<file path="src/rtl/mem_arbiter_pkg.sv">
// -----------------------------------------------------------------------------
// mem_arbiter_pkg
//   Shared types for the RAM-port arbiter: RAM handshake state, arbiter FSM
//   state, and the data-path word width.
// -----------------------------------------------------------------------------
package mem_arbiter_pkg;

    localparam int unsigned WORD_W = 32;

    // Encoding matches the RAM model: FREE=0, BUSY=1, ACCESS=2, ERROR=3.
    typedef enum logic [1:0] {
        FREE   = 2'd0,
        BUSY   = 2'd1,
        ACCESS = 2'd2,
        ERROR  = 2'd3
    } ramstate_t;

    typedef enum logic [1:0] {
        IDLE   = 2'd0,
        DGRANT = 2'd1,
        IGRANT = 2'd2,
        ERR    = 2'd3
    } arbstate_t;

    // Bits needed to hold values 0..max (at least one bit).
    function automatic int unsigned cnt_width(input int unsigned max);
        return (max < 2) ? 1 : $clog2(max + 1);
    endfunction

endpackage

</file>
<file path="src/rtl/mem_arbiter_if.sv">
// -----------------------------------------------------------------------------
// mem_arbiter_if
//   Signal bundle between the instruction requester, the data requester, the
//   RAM port and the arbiter.
//   arb modport : arbiter view (requests/RAM status in, stalls/RAM drive out)
//   tb  modport : requester + RAM view (mirror of arb)
// -----------------------------------------------------------------------------
interface mem_arbiter_if;
    import mem_arbiter_pkg::*;

    // Instruction requester
    logic              iREN;
    logic [WORD_W-1:0] iaddr;
    logic              iwait;
    logic [WORD_W-1:0] iload;
    // Data requester
    logic              dREN;
    logic              dWEN;
    logic [WORD_W-1:0] daddr;
    logic [WORD_W-1:0] dstore;
    logic              dwait;
    logic [WORD_W-1:0] dload;
    // RAM port
    logic              ramREN;
    logic              ramWEN;
    logic [WORD_W-1:0] ramaddr;
    logic [WORD_W-1:0] ramstore;
    logic [WORD_W-1:0] ramload;
    ramstate_t         ramstate;
    // Status
    logic              err;

    modport arb (
        input  iREN, iaddr, dREN, dWEN, daddr, dstore, ramload, ramstate,
        output iwait, iload, dwait, dload, ramREN, ramWEN, ramaddr, ramstore, err
    );

    modport tb (
        output iREN, iaddr, dREN, dWEN, daddr, dstore, ramload, ramstate,
        input  iwait, iload, dwait, dload, ramREN, ramWEN, ramaddr, ramstore, err
    );

endinterface

</file>
<file path="src/rtl/mem_arbiter_timer.sv">
// -----------------------------------------------------------------------------
// mem_arbiter_timer (grant timer, arb_timer role)
//   Counts consecutive grant cycles without ACCESS and flags the cycle on which
//   the TIMEOUT-th such cycle is reached.
//   CLK     in  clock, rising edge
//   RST     in  synchronous active-high reset
//   run     in  granted and no ACCESS this cycle; low clears the count
//   expired out run is high and this is the TIMEOUT-th waiting cycle
// -----------------------------------------------------------------------------
module mem_arbiter_timer
    import mem_arbiter_pkg::*;
#(
    parameter int unsigned TIMEOUT = 64
) (
    input  logic CLK,
    input  logic RST,
    input  logic run,
    output logic expired
);

    localparam int unsigned CW = cnt_width(TIMEOUT - 1);

    logic [CW-1:0] tcount_q, tcount_d;

    always_comb begin
        tcount_d = '0;
        if (run) begin
            tcount_d = tcount_q + CW'(1);
        end
    end

    assign expired = run && (tcount_q == CW'(TIMEOUT - 1));

    always_ff @(posedge CLK) begin
        if (RST) begin
            tcount_q <= '0;
        end else begin
            tcount_q <= tcount_d;
        end
    end

endmodule

</file>
<file path="src/rtl/mem_arbiter.sv">
// -----------------------------------------------------------------------------
// mem_arbiter
//   Shares one RAM port between instruction fetch and data LW/SW. Data wins
//   unless it has taken MAX_DSTREAK grants in a row while fetch was waiting.
//   A grant lasts until ACCESS, requester abort, RAM ERROR, or TIMEOUT cycles;
//   the last two park the arbiter in a sticky ERR state left only by RST.
//   CLK  in  clock, rising edge
//   RST  in  synchronous active-high reset
//   bus  arb modport of mem_arbiter_if (requests, stalls, RAM port, err)
// -----------------------------------------------------------------------------
module mem_arbiter
    import mem_arbiter_pkg::*;
#(
    parameter int unsigned MAX_DSTREAK = 4,
    parameter int unsigned TIMEOUT     = 64
) (
    input  logic           CLK,
    input  logic           RST,
    mem_arbiter_if.arb     bus
);

    localparam int unsigned SW = cnt_width(MAX_DSTREAK);

    arbstate_t     state_q, state_d;
    logic [SW-1:0] dstreak_q, dstreak_d;

    logic d_req, access, ram_err, granted, expired;

    assign d_req   = bus.dREN | bus.dWEN;
    assign access  = (bus.ramstate == ACCESS);
    assign ram_err = (bus.ramstate == ERROR);
    assign granted = (state_q == DGRANT) || (state_q == IGRANT);

    mem_arbiter_timer #(
        .TIMEOUT (TIMEOUT)
    ) u_timer (
        .CLK     (CLK),
        .RST     (RST),
        .run     (granted && !access),
        .expired (expired)
    );

    // Next state and data-streak bookkeeping
    always_comb begin
        state_d   = state_q;
        dstreak_d = dstreak_q;
        unique case (state_q)
            IDLE: begin
                if (ram_err) begin
                    state_d = ERR;
                end else if (d_req && !(bus.iREN && dstreak_q == SW'(MAX_DSTREAK))) begin
                    state_d = DGRANT;
                    // Streak only grows while fetch is actually being held off.
                    if (!bus.iREN) begin
                        dstreak_d = '0;
                    end else if (dstreak_q != SW'(MAX_DSTREAK)) begin
                        dstreak_d = dstreak_q + SW'(1);
                    end
                end else if (bus.iREN) begin
                    state_d   = IGRANT;
                    dstreak_d = '0;
                end
            end
            DGRANT: begin
                if (ram_err)     state_d = ERR;
                else if (access) state_d = IDLE;
                else if (!d_req) state_d = IDLE;
                else if (expired) state_d = ERR;
            end
            IGRANT: begin
                if (ram_err)        state_d = ERR;
                else if (access)    state_d = IDLE;
                else if (!bus.iREN) state_d = IDLE;
                else if (expired)   state_d = ERR;
            end
            ERR: state_d = ERR;
            default: state_d = ERR;
        endcase
    end

    // Outputs are combinational from the registered state and live inputs
    always_comb begin
        bus.iwait    = 1'b1;
        bus.dwait    = 1'b1;
        bus.iload    = '0;
        bus.dload    = '0;
        bus.ramREN   = 1'b0;
        bus.ramWEN   = 1'b0;
        bus.ramaddr  = '0;
        bus.ramstore = '0;
        bus.err      = 1'b0;
        unique case (state_q)
            DGRANT: begin
                bus.ramaddr  = bus.daddr;
                bus.ramstore = bus.dstore;
                bus.ramWEN   = bus.dWEN;
                bus.ramREN   = bus.dREN & ~bus.dWEN;
                bus.dload    = bus.ramload;
                bus.dwait    = ~access;
            end
            IGRANT: begin
                bus.ramaddr = bus.iaddr;
                bus.ramREN  = 1'b1;
                bus.iload   = bus.ramload;
                bus.iwait   = ~access;
            end
            ERR: bus.err = 1'b1;
            default: ;
        endcase
    end

    always_ff @(posedge CLK) begin
        if (RST) begin
            state_q   <= IDLE;
            dstreak_q <= '0;
        end else begin
            state_q   <= state_d;
            dstreak_q <= dstreak_d;
        end
    end

endmodule

</file>
<file path="src/flat_wrapper.sv">
// flat-port wrapper written by rule: the top's interface ports become plain ports
module mem_arbiter_flat import mem_arbiter_pkg::*;
#(
    parameter int unsigned MAX_DSTREAK = 4,
    parameter int unsigned TIMEOUT     = 64
)
  (CLK, RST, bus_iREN, bus_iaddr, bus_dREN, bus_dWEN, bus_daddr, bus_dstore, bus_ramload, bus_ramstate, bus_iwait, bus_iload, bus_dwait, bus_dload, bus_ramREN, bus_ramWEN, bus_ramaddr, bus_ramstore, bus_err);
  mem_arbiter_if bus_i ();
  input  logic CLK;
  input  logic RST;
  input wire logic [$bits(bus_i.iREN)-1:0] bus_iREN;
  input wire logic [$bits(bus_i.iaddr)-1:0] bus_iaddr;
  input wire logic [$bits(bus_i.dREN)-1:0] bus_dREN;
  input wire logic [$bits(bus_i.dWEN)-1:0] bus_dWEN;
  input wire logic [$bits(bus_i.daddr)-1:0] bus_daddr;
  input wire logic [$bits(bus_i.dstore)-1:0] bus_dstore;
  input wire logic [$bits(bus_i.ramload)-1:0] bus_ramload;
  input wire logic [$bits(bus_i.ramstate)-1:0] bus_ramstate;
  output wire logic [$bits(bus_i.iwait)-1:0] bus_iwait;
  output wire logic [$bits(bus_i.iload)-1:0] bus_iload;
  output wire logic [$bits(bus_i.dwait)-1:0] bus_dwait;
  output wire logic [$bits(bus_i.dload)-1:0] bus_dload;
  output wire logic [$bits(bus_i.ramREN)-1:0] bus_ramREN;
  output wire logic [$bits(bus_i.ramWEN)-1:0] bus_ramWEN;
  output wire logic [$bits(bus_i.ramaddr)-1:0] bus_ramaddr;
  output wire logic [$bits(bus_i.ramstore)-1:0] bus_ramstore;
  output wire logic [$bits(bus_i.err)-1:0] bus_err;
  assign bus_i.iREN = bus_iREN;
  assign bus_i.iaddr = bus_iaddr;
  assign bus_i.dREN = bus_dREN;
  assign bus_i.dWEN = bus_dWEN;
  assign bus_i.daddr = bus_daddr;
  assign bus_i.dstore = bus_dstore;
  assign bus_i.ramload = bus_ramload;
  assign bus_i.ramstate = bus_ramstate;
  assign bus_iwait = bus_i.iwait;
  assign bus_iload = bus_i.iload;
  assign bus_dwait = bus_i.dwait;
  assign bus_dload = bus_i.dload;
  assign bus_ramREN = bus_i.ramREN;
  assign bus_ramWEN = bus_i.ramWEN;
  assign bus_ramaddr = bus_i.ramaddr;
  assign bus_ramstore = bus_i.ramstore;
  assign bus_err = bus_i.err;
  mem_arbiter #(.MAX_DSTREAK(MAX_DSTREAK), .TIMEOUT(TIMEOUT)) u_core (.CLK(CLK), .RST(RST), .bus(bus_i));
endmodule
</file>
<file path="config.mk">
export PLATFORM = sky130hd
export DESIGN_NAME = mem_arbiter_flat
export DESIGN_NICKNAME = d
export VERILOG_FILES = /design/src/rtl/mem_arbiter_pkg.sv /design/src/rtl/mem_arbiter_if.sv /design/src/rtl/mem_arbiter_timer.sv /design/src/rtl/mem_arbiter.sv /design/src/flat_wrapper.sv
export SDC_FILE = /design/constraint.sdc
export NUM_CORES = 1
export LEC_CHECK = 0
export CAP_MARGIN = 20
export CORE_AREA = 2 2 105 107
export CTS_BUF_LIST = sky130_fd_sc_hd__clkbuf_16
export DETAILED_ROUTE_END_ITERATION = 8
export DIE_AREA = 0 0 107 109
export DONT_BUFFER_PORTS = 1
export REMOVE_ABC_BUFFERS = 1
export SYNTH_ARGS = -nofsm -noshare
export SYNTH_HDL_FRONTEND = slang
export SYNTH_SLANG_ARGS = --single-unit
</file>
<file path="constraint.sdc">
create_clock -name CLK -period 3.65 [get_ports CLK]
set_clock_uncertainty 0.05 [all_clocks]
set_input_delay 0.73 -clock CLK [delete_from_list [all_inputs] [get_ports CLK]]
set_output_delay 0.73 -clock CLK [all_outputs]
set_load 0.01 [all_outputs]
</file>
Word level (Yosys, flattened, before mapping)
Index checks and enable logic that the tools add are counted.
{ "totals": {"reg_bits": 11, "latch_bits": 0, "ram_bits": 0, "rom_bits": 0, "input_bits": 135, "out_inout_bits": 133, "word_cells": 56, "n_memories": 0} }
{ "op_classes": {"n_addsub": 2, "mul": 0, "n_div": 0, "magnitude_cmp": 0, "n_eq_ne": 10, "shift": 0, "mux": 24, "n_bitwise": 6, "reduce_logical": 11} }
{ "op_table": {"columns": ["operator", "count"], "rows": [
  ["32-bit two-way mux", 3],
  ["32-bit one-hot mux with 2 select lines", 1],
  ["2-bit two-way mux", 10],
  ["3-bit two-way mux", 4],
  ["2-bit equality test (second input constant)", 4],
  ["2-bit one-hot mux with 4 select lines", 1],
  ["6-bit by 1-bit adder with 6-bit output (second input constant)", 1],
  ["6-bit equality test (second input constant)", 1],
  ["3-bit inequality test (second input constant)", 2],
  ["1-bit logical AND", 4],
  ["1-bit two-way mux", 4],
  ["4-bit by 2-bit inequality test with 1-bit output (second input constant)", 1],
  ["1-bit inverter", 4],
  ["4-bit AND reduction", 1],
  ["3-bit by 1-bit adder with 3-bit output (second input constant)", 1],
  ["3-bit equality test (second input constant)", 1],
  ["2-bit by 1-bit equality test with 1-bit output (second input constant)", 1],
  ["1-bit zero test", 2],
  ["2-bit zero test", 1],
  ["1-bit one-hot mux with 2 select lines", 1],
  ["2-bit nonzero test", 1],
  ["2-bit OR reduction", 1],
  ["1-bit AND", 1],
  ["1-bit logical OR", 1],
  ["1-bit bitwise OR", 1]
]} }

Logic depth before layout (Yosys ltp)
{ "depth": {"ltp_word": 9, "ltp_mapped": 7, "depth_no_buf": 6} }

Hierarchy
Synthesis repeated with hierarchy kept, for this count alone.
{ "unflattened": {"cells_unflattened": 269, "area_unflattened_um2": 1821.7} }
{ "modules_own_cells": {"columns": ["mod", "n_inst", "cells_per_inst", "area_per_inst_um2"], "rows": [
  ["mem_arbiter", 1, 244, 1590.3],
  ["mem_arbiter_timer", 1, 25, 231.5]
]} }

Least setup slack after synthesis
Ideal clock, no wire load.
{ "synth_timing": {"path_type": "register to output", "startpoint": "register u_core.state_q[0]", "endpoint": "output port bus_iload[22]", "t_arrival_ns": 1.336, "t_required_ns": 2.870, "slack_ns": 1.534, "stages_incl_launch_ff": 6, "path_buffers": 2, "cell_sequence": "dfxtp_1 inv_1 ha_1 clkbuf_1 clkbuf_1 and2_1"} }
{ "synth_between": {"elab_chain_cells": 2} }
{ "synth_rtl": {"columns": ["item", "line", "text"], "rows": [
  ["start: declaration", "mem_arbiter.sv:24", "arbstate_t state_q, state_d;"],
  ["start signal: assignment", "mem_arbiter.sv:117", "state_q <= state_d;"],
  ["2-bit equality test", "mem_arbiter.sv:92", "unique case (state_q)"],
  ["32-bit two-way mux", "mem_arbiter.sv:92", null],
  ["end: declaration", "flat_wrapper.sv:20", "output wire logic [$bits(bus_i.iload)-1:0] bus_iload;"]
]} }
Every way passes these cells.

Final worst setup path
{ "layout_timing": {"startpoint": "register u_core.state_q[0]", "endpoint": "output port bus_ramaddr[2]"} }
{ "layout_between": {"elab_chain_cells": 2, "elab_cells_between_ends": 3, "cone_classes": "eq/ne (2); mux (1)"} }
{ "layout_rtl": {"columns": ["item", "line", "text"], "rows": [
  ["2-bit equality test / 2-bit by 1-bit equality test with 1-bit output (equally long branches)", "mem_arbiter.sv:92", null],
  ["32-bit one-hot mux with 2 select lines *", "mem_arbiter.sv:92", null],
  ["end: declaration", "flat_wrapper.sv:25", "output wire logic [$bits(bus_i.ramaddr)-1:0] bus_ramaddr;"]
]} }
Every way passes the cells marked *; elsewhere a longest branch is shown, timed or not.

==> summary.md <==
| Metric | Value |
|---|---|
| CP startpoint kind | `flop` |
| Post-Synth Adder-Cell Area | `5.51%` |
| FF/Latch Area | `220 um^2` |
| Peak Freq | `340 MHz` |
| DR WL/cell | `20.2 um` |
| Setup TNS | `0 ns` |
| Mean post-synth cell area | `6.86 um^2` |
| CP Max Fanout | `45` |
| Ranking of synthesized cells by area | `and2_1 (33%), a22oi_1 (14%), dfxtp_1 (12%)` |
| Worst Path Arrival | `2.16 ns` |
| Post-DP HPWL | `6.62 mm` |
| CTS Hold Bufs | `0` |
| Most frequent cells in the layout | `and2_1 (97), nor2b_1 (34), a22oi_1 (33), nor2_1 (13), dfxtp_1 (11)` |
| Overall die height | `109 um` |
| Drt initial violations | `160` |
| Peak VDD IR | `0.000350 V` |
| Commonest non-fill, non-tap cell in the layout | `and2_1` |
| Met3 WL | `741 um` |
| Largest family of logic cells by synthesized area | `simple AND/OR/NAND/NOR gates` |
| Compound-Gate Fraction of Synth Area | `19.8%` |
| Reg2reg end | `u_core.state_q[1]` |
| Distinct cells, synth | `31` |
| Chip Width | `107 um` |
| Setup WS pre-CTS | `0.929 ns` |
| Outcome | `complete, no violations` |
| Clock buffer depth | `2` |
| Top cell type's share of synthesized area | `33.4%` |
| Synth warn | `0` |
| RSZ-0062 raised after global routing | `false` |
| Area of the core | `10600 um^2` |
| I/O Buffers | `0` |
| Setup violations, final | `0` |
| Final hold vios | `0` |
| Drt first pass iters | `6` |
| Post-CTS setup buffer count | `0` |
| Non-Filler Instances | `389` |
| XOR/XNOR share of the synthesized area | `1.45%` |
| # clock sinks | `11` |
| Hold endpoint | `u_core.u_timer.tcount_q[0]` |
| Total Wirelength | `7.84 mm` |
| Clock root buffer | `clkbuf_16` |
| Grt total ovfl | `0` |
| Syn-to-layout area delta | `10.8%` |
| Initial antenna violation count | `1` |
| Critical setup path kind | `reg2out` |
| Num CTS Buffers | `3` |
| Total number of H-tree levels | `1` |
| DR vias/cell | `4.82` |
| Fillers | `1217` |
| Data required time of the worst path | `2.87 ns` |
| Count of final max-slew check failures | `0` |
| Largest net degree at the start of global routing | `65` |
| Row Count | `38` |
| Die ar. | `11700 um^2` |
| GPL Wtd Cong | `0.911` |
| PD cells | `743 nW/um^2` |
| Antenna-violating nets left | `0` |
| Worst min path class | `reg2reg` |
| Critical Path Source | `u_core.state_q[0]` |
| Leak | `0.678 nW` |
| Clock-pin slew on the worst setup and hold paths | `0.04 ns` |
| Final period utilization | `80.6%` |
| Reg2reg path depth | `7` |
| Footprint of the multi-input gates | `1490 um^2` |
| Wire length on met2 | `3.66 mm` |
| CTS tree | `yes` |
| Crit-path slowest cell | `ha_2` |
| GRT Util Overall | `11.6%` |
| Syn Inst Count | `265` |
| DRC violations left | `0` |
| Max Cap Viol | `0` |
| DP Cell Count | `385` |
| Hold Path Depth | `1` |
| Critical path's top delay family | `adder cells` |
| Post-synthesis cell area | `1820 um^2` |
| Layout cells sized above 1 | `4.42%` |
| Worst setup EP type | `output pin` |
| Yosys top cell by area | `and2_1` |
| Top Layer Used | `met5` |
| Number of global-route vias before repair | `1518` |
| Largest stage delay, worst path | `0.79 ns` |
| Vias | `1874` |
| Final net count | `393` |
| Slack of the critical path | `0.707 ns` |
| Initial core utilization | `17.1%` |
| Slew headroom | `40.7%` |
| Io pins | `268` |
| Register area share after synthesis | `12.1%` |
| Flop2flop setup slack | `1.34 ns` |
| Crit-path cells | `inv_1, ha_2, a22oi_1, nor2b_1` |
| Mux cell area share after synthesis | `0.551%` |
| Worst slew pin tran | `0.889 ns` |
| Ant. Diodes | `0` |
| DRT met1 WL | `3.34 mm` |
| Min-Delay Startpoint | `u_core.u_timer.tcount_q[0]` |
| Number of synthesized register bits | `11` |
| Worst path bufs/invs | `1` |
| Post-CTS sizing | `0` |
| Tmin final | `2.94 ns` |
| Post-synthesis simple-gate area fraction | `54.4%` |
| Worst flop-to-flop path startpoint | `u_core.state_q[1]` |
| Worst skew pair latency | `0.24 ns` |
| Fin util | `19.0%` |
| First-pass GRT wire length | `9.97 mm` |
==> synthesized netlist by cell type, drive strengths merged <==
master and n:
inv 6, nand3 4, a31oi 1, and2 97
a22oi 33, nand2 9, a311oi 1, o2bb2ai 1
nand2b 1, a21oi 3, o21ai 5, and4b 1
nor3 3, nor2 13, o21a 1, a2111oi 2
dfxtp 11, nor2b 34, a21boi 1, mux2i 1
ha 8, or3 1, or3b 1, clkbuf 18
buf 4, nor3b 2, xnor2 1, xor2 2
==> where the power goes <==
group	switching, mW	internal (mW)	total, mW
Clock	0.0560	0.144	0.200
Combinational	0.746	0.396	1.14
Sequential	0.0155	0.139	0.155
Total	0.818	0.680	1.50
==> logic make-up after synthesis <==
| kind of cell | Yosys count |
|---|---|
| AND/OR/NAND/NOR | 166 |
| adder cells (fa/ha/maj) | 8 |
| XOR/XNOR | 3 |
| buffers and inverters | 28 |
| flip-flops | 11 |
| AO/OA/AOI/OAI | 48 |
| multiplexers | 1 |
==> state kept, by name, indices dropped and copies added, names as in the netlist <==
name,count
u_core.state_q,2
u_core.u_timer.tcount_q,6
u_core.dstreak_q,3
==> worst max-delay path by stage <==
stage | endpoint | slack, ns | cells after the start
floorplan | bus_ramaddr[11] | 0.67 | 4
global placement | bus_ramaddr[2] | 1.03 | 4
detailed placement | bus_ramaddr[2] | 0.93 | 4
CTS | bus_ramaddr[2] | 0.66 | 4
global route | bus_ramaddr[2] | 0.53 | 4
finish | bus_ramaddr[2] | 0.71 | 4
==> metrics by stage <==
step | total power [mW] | hold slack (ns) | cell area (um^2)
finish | 1.50 | 0.407 | 2010
global route | 1.63 | 0.439 | 2010
CTS | 1.52 | 0.412 | 2010
detailed placement | 1.31 | 0.403 | 1940
global placement | 1.28 | 0.393 | 1940
floorplan | 1.05 | 0.380 | 1730
==> area by class of cell <==
cell class	instances	share of cell area, %
tap	140	8.70
multi-input combinational	226	74.0
sequential	11	10.9
timing repair buffer	2	1.37
clock inverter	1	0.186
clock buffer	3	3.73
inverter	6	1.12
==> metal layers <==
layer,track usage (%),vias up
met3,3.11,9
li1,-,843
met4,3.06,2
met1,15.7,902
met5,0,-
met2,18.3,118
No activity file was read; power rests on OpenSTA's default activity.
